--- src/rtl/kitchen_timer_ctrl.sv ---
// rtl/kitchen_timer_ctrl.sv - kitchen timer countdown FSM with BCD MM:SS and seven-segment outputs
module kitchen_timer_ctrl #(
  parameter int unsigned TICK_DIV  = 100_000_000,
  parameter int unsigned BLINK_DIV = 25_000_000
) (
  input  logic       clk,
  input  logic       rst_n,
  input  logic       btn_start,
  input  logic       btn_clear,
  input  logic       btn_min,
  input  logic       btn_sec,
  output logic [7:0] seg_m1,
  output logic [7:0] seg_m0,
  output logic [7:0] seg_s1,
  output logic [7:0] seg_s0,
  output logic       alarm,
  output logic [1:0] state
);

  localparam int TW = (TICK_DIV > 1) ? $clog2(TICK_DIV) : 1;
  localparam int BW = (BLINK_DIV > 1) ? $clog2(BLINK_DIV) : 1;
  localparam logic [TW-1:0] TICK_LAST  = TW'(TICK_DIV - 1);
  localparam logic [BW-1:0] BLINK_LAST = BW'(BLINK_DIV - 1);

  typedef enum logic [1:0] {
    ST_IDLE  = 2'b00,
    ST_RUN   = 2'b01,
    ST_PAUSE = 2'b10,
    ST_ALARM = 2'b11
  } state_e;

  state_e        state_q, state_d;
  logic [3:0]    m1_q, m0_q, s1_q, s0_q;
  logic [3:0]    m1_d, m0_d, s1_d, s0_d;
  logic [TW-1:0] presc_q, presc_d;
  logic [BW-1:0] blink_cnt_q;
  logic          blink_on_q;
  logic [7:0]    seg_m1_q, seg_m0_q, seg_s1_q, seg_s0_q;
  logic [7:0]    seg_m1_d, seg_m0_d, seg_s1_d, seg_s0_d;
  logic          tick, time_zero, last_sec, show, dp;

  function automatic logic [7:0] seg7(input logic [3:0] d);
    case (d)
      4'd0:    seg7 = 8'h3F;
      4'd1:    seg7 = 8'h06;
      4'd2:    seg7 = 8'h5B;
      4'd3:    seg7 = 8'h4F;
      4'd4:    seg7 = 8'h66;
      4'd5:    seg7 = 8'h6D;
      4'd6:    seg7 = 8'h7D;
      4'd7:    seg7 = 8'h07;
      4'd8:    seg7 = 8'h7F;
      4'd9:    seg7 = 8'h6F;
      default: seg7 = 8'h00;
    endcase
  endfunction

  assign tick      = (state_q == ST_RUN) && (presc_q == TICK_LAST);
  assign time_zero = ({m1_q, m0_q, s1_q, s0_q} == 16'h0000);
  assign last_sec  = ({m1_q, m0_q, s1_q, s0_q} == 16'h0001);

  always_comb begin
    state_d = state_q;
    m1_d    = m1_q;
    m0_d    = m0_q;
    s1_d    = s1_q;
    s0_d    = s0_q;
    presc_d = presc_q;
    if (btn_clear) begin
      state_d = ST_IDLE;
      m1_d    = 4'd0;
      m0_d    = 4'd0;
      s1_d    = 4'd0;
      s0_d    = 4'd0;
      presc_d = '0;
    end else begin
      case (state_q)
        ST_IDLE: begin
          if (btn_start) begin
            if (!time_zero) begin
              state_d = ST_RUN;
              presc_d = '0;
            end
          end else begin
            if (btn_min) begin
              if (m0_q == 4'd9) begin
                m0_d = 4'd0;
                m1_d = (m1_q == 4'd9) ? 4'd0 : m1_q + 4'd1;
              end else begin
                m0_d = m0_q + 4'd1;
              end
            end
            if (btn_sec) begin
              if (s0_q == 4'd9) begin
                s0_d = 4'd0;
                s1_d = (s1_q == 4'd5) ? 4'd0 : s1_q + 4'd1;
              end else begin
                s0_d = s0_q + 4'd1;
              end
            end
          end
        end
        ST_RUN: begin
          presc_d = tick ? '0 : presc_q + 1'b1;
          // Borrow chain s0 -> s1 -> m0 -> m1; never underflows since 00:01 ends in ALARM.
          if (tick) begin
            if (s0_q != 4'd0) begin
              s0_d = s0_q - 4'd1;
            end else begin
              s0_d = 4'd9;
              if (s1_q != 4'd0) begin
                s1_d = s1_q - 4'd1;
              end else begin
                s1_d = 4'd5;
                if (m0_q != 4'd0) begin
                  m0_d = m0_q - 4'd1;
                end else begin
                  m0_d = 4'd9;
                  m1_d = m1_q - 4'd1;
                end
              end
            end
          end
          if (tick && last_sec) state_d = ST_ALARM;
          else if (btn_start)   state_d = ST_PAUSE;
        end
        ST_PAUSE: if (btn_start) state_d = ST_RUN;
        ST_ALARM: if (btn_start) state_d = ST_IDLE;
        default:  state_d = ST_IDLE;
      endcase
    end
  end

  always_comb begin
    show     = !((state_q == ST_ALARM) && !blink_on_q);
    dp       = (state_q == ST_PAUSE) ? blink_on_q : 1'b1;
    seg_m1_d = (show && (m1_q != 4'd0)) ? seg7(m1_q) : 8'h00;
    seg_m0_d = show ? (seg7(m0_q) | {dp, 7'b0}) : 8'h00;
    seg_s1_d = show ? seg7(s1_q) : 8'h00;
    seg_s0_d = show ? seg7(s0_q) : 8'h00;
  end

  always_ff @(posedge clk or negedge rst_n) begin
    if (!rst_n) begin
      state_q     <= ST_IDLE;
      m1_q        <= 4'd0;
      m0_q        <= 4'd0;
      s1_q        <= 4'd0;
      s0_q        <= 4'd0;
      presc_q     <= '0;
      blink_cnt_q <= '0;
      blink_on_q  <= 1'b1;
      seg_m1_q    <= 8'h00;
      seg_m0_q    <= 8'h00;
      seg_s1_q    <= 8'h00;
      seg_s0_q    <= 8'h00;
    end else begin
      state_q  <= state_d;
      m1_q     <= m1_d;
      m0_q     <= m0_d;
      s1_q     <= s1_d;
      s0_q     <= s0_d;
      presc_q  <= presc_d;
      seg_m1_q <= seg_m1_d;
      seg_m0_q <= seg_m0_d;
      seg_s1_q <= seg_s1_d;
      seg_s0_q <= seg_s0_d;
      if (blink_cnt_q == BLINK_LAST) begin
        blink_cnt_q <= '0;
        blink_on_q  <= !blink_on_q;
      end else begin
        blink_cnt_q <= blink_cnt_q + 1'b1;
      end
    end
  end

  assign seg_m1 = seg_m1_q;
  assign seg_m0 = seg_m0_q;
  assign seg_s1 = seg_s1_q;
  assign seg_s0 = seg_s0_q;
  assign alarm  = (state_q == ST_ALARM);
  assign state  = state_q;

endmodule

--- config.mk ---
export PLATFORM = sky130hd
export DESIGN_NAME = kitchen_timer_ctrl
export DESIGN_NICKNAME = d
export VERILOG_FILES = /design/src/rtl/kitchen_timer_ctrl.sv
export SDC_FILE = /design/constraint.sdc
export NUM_CORES = 1
export LEC_CHECK = 0
export CORE_UTILIZATION = 55
export DETAILED_ROUTE_END_ITERATION = 10
export HOLD_SLACK_MARGIN = 0.02
export PLACE_DENSITY = 0.75
export SLEW_MARGIN = 15
export SYNTH_ARGS = -nofsm -noshare
export SYNTH_HDL_FRONTEND = slang
export SYNTH_SLANG_ARGS = --single-unit
--- constraint.sdc ---
create_clock -name clk -period 2.63 [get_ports clk]
set_input_delay 0.526 -clock clk [delete_from_list [all_inputs] [get_ports clk]]
set_output_delay 0.526 -clock clk [all_outputs]
set_load 0.02 [all_outputs]
==> metrics.yaml <==
outcome: "finished clean"
slowest_stage: "nor4bb_2"
antenna_found_initial: 0
max_cap_violations: 0
hold_path_class: "in -> async"
postRouteAntennaNets: 0
synth_ff_type: "dfrtp_1"
period_needed_ps: 2490
r2r_start: "s1_q[1]$_DFFE_PN0P_"
grt_usage: 0.263
slew_violations: 0
place_inst: 843
maxSlewHeadroom: 0.559
hold_viol_final: 0
clock_path_buffers: 2
totalWireLength_mm: 13.5
fmax_mhz: 402
first_pass_iters: 6
rsz0062_at_grt: "no"
layout_common_cells: "nor2_1, dfrtp_1, a21oi_1"
ios: 41
via_per_inst: 5.94
syn_inst: 654
die_area_sq_mm: 0.0110
ys_ff_latch: 100
synth_edf_count: 0
power_uw: 4720
cellLeakagePower_uw: 0.00279
r2r_slack_ps: 140
skew_ps: 13.4
globalplace.congestion: 0.886
die_w_microns: 105
dp_hpwl_mm: 9.60
first_iter_violations: 334
cp.arrival_ps: 2750
grt_max_degree: 38
core_area_sq_mm: 0.0103
postLayoutCoreUtil: 0.660
cts_tree: "yes"
initial_utilization: 0.566
p_per_area_mw_per_mm2: 694
critPathCaptureType: "register"
grt_pass1_vias: 4805
syn_area_per_cell_sq_um: 8.93
final_nets: 750
clock-sinks: 100
antenna_cells: 0
clkTransAtPathRegs_ps: 110
async_flop_share: 1.00
synth_cell_types: 74
insertion_delay_ps: 400
drive_gt1_frac: 0.124
drcViolationCount: 0
fp-row-count: 37
grt_pass1_wl_mm: 23.1
cp-start-kind: "register"
crit_top_cell: "buf_4"
yosysWarnings: 0
fillerInstances: 845
cts_hold_buffers: 0
grt.overflow.total: 0
r2r_end: "presc_q[26]$_DFFE_PN0P_"
worstPathMaxFanout: 9
vias: 5104
root_buffer: "clkbuf_8"
slowest_delay_ps: 450
critPathRequiredTime_ps: 2890
vdd_drop_max_v: 0.000553
syn_to_final_growth_pct: 16.6
port_buffers: 37
finalSetupViolCount: 0
dieHeight_microns: 105
yosysSeqAreaShare: 0.429
hold_slack_ps: 33.3
worstSetupPathType: "reg -> reg"
syn_area_sq_mm: 0.00584
crit_buf_inv: 3
fin_crit_sh: 0.946
worst_slew_pin_slew_ps: 657
finalNonFillerCells: 859
rr_worst_depth: 9
wl_per_cell_microns: 15.7
cp_top_family: "simple AND/OR/NAND/NOR gates"
path_cells: "inv_1 > ha_1 > nor4bb_2 > nand4_1 > buf_4 > buf_4 > o2111ai_1 > mux2i_1 > nor3_1"
cts_made_buffers: 9
h-tree-depth: 3
-- flip-flops by register name, indices dropped and copies added, names as in the netlist, 4 cells and up --
register,cells
presc_q,27
blink_cnt_q,25
seg_m0,8
seg_m1,7
seg_s0,7
seg_s1,7
m0_q,4
m1_q,4
s0_q,4
s1_q,4
-- worst max-delay path by stage --
stage	start	to	slack [ps]	cells past startpoint
after global routing	s1_q[1]$_DFFE_PN0P_	presc_q[26]$_DFFE_PN0P_	30	9
after CTS	s1_q[1]$_DFFE_PN0P_	presc_q[26]$_DFFE_PN0P_	4	9
final	s1_q[1]$_DFFE_PN0P_	presc_q[26]$_DFFE_PN0P_	140	9
after global placement	btn_start	presc_q[26]$_DFFE_PN0P_	70	7
after floorplan	m0_q[1]$_DFFE_PN0P_	presc_q[19]$_DFFE_PN0P_	240	8
after detailed placement	btn_start	presc_q[26]$_DFFE_PN0P_	-70	7
-- power breakdown --
group          total (uW)  internal, uW  leakage, uW  switching [uW]
clock network         977           370    0.0000986             606
registers            1860          1750      0.00129             110
logic                1890           788      0.00141            1100
-- through the flow --
step                      setup WS, ps  TNS, ps  area [sq um]
after floorplan                    239        0          5850
after global placement            72.0        0          6600
after detailed placement         -73.1     -212          6600
after CTS                         3.71        0          6790
after global routing              25.9        0          6810
final                              143        0          6810
-- worst register-to-register path: cells and delay by family (launching register included) --
family,cells,cell delay (ps)
muxes,1,250
adders and majority gates,1,280
buffers and inverters,3,500
AOI/OAI and AO/OA,1,270
and+or+nand+nor,3,680
DFF,1,390
-- synth_stat cells (15+ instances only) --
cell type | instances | area [sq um]
nor2_1 | 97 | 364
dfrtp_1 | 99 | 2480
nand4_1 | 15 | 93.8
nor3_1 | 15 | 75.1
clkbuf_1 | 25 | 93.8
a21oi_1 | 52 | 260
o21ai_0 | 31 | 155
nand2_1 | 45 | 169
xor2_1 | 15 | 131
inv_1 | 23 | 86.3
ha_1 | 26 | 325
nand3_1 | 29 | 145
-- layer usage --
layer / GRT usage / wire [microns] / vias up
li1: - / - / 2488
met3: 0.0711 / 717 / 27
met1: 0.358 / 6280 / 2414
met2: 0.400 / 6210 / 175
met5: 0 / 0 / -
met4: 0.0986 / 245 / 0
-- cell type report --
class / instances / area [sq um] / share of cell area
multi-input cells: 503 / 3150 / 0.462
clock buffers: 9 / 124 / 0.0182
flip-flops and latches: 100 / 2510 / 0.368
repair buffers: 81 / 711 / 0.104
well taps: 136 / 170 / 0.0250
inverters: 23 / 86.3 / 0.0127
clock inverters: 7 / 66.3 / 0.00974
-- what timing repair did --
action,4_1_cts,5_1_grt
setup buffers,0,0
gates resized for setup,0,5
endpoints found under the setup margin,0,17
-- cell families after synthesis --
kind of cell	synth area share
buf+inv	0.0368
compound gates	0.182
other cells	0.000642
fa+ha+maj	0.0557
flops	0.429
mux	0.0143
xor+xnor	0.0390
simple gates	0.243
(Power assumes the default switching activity.)
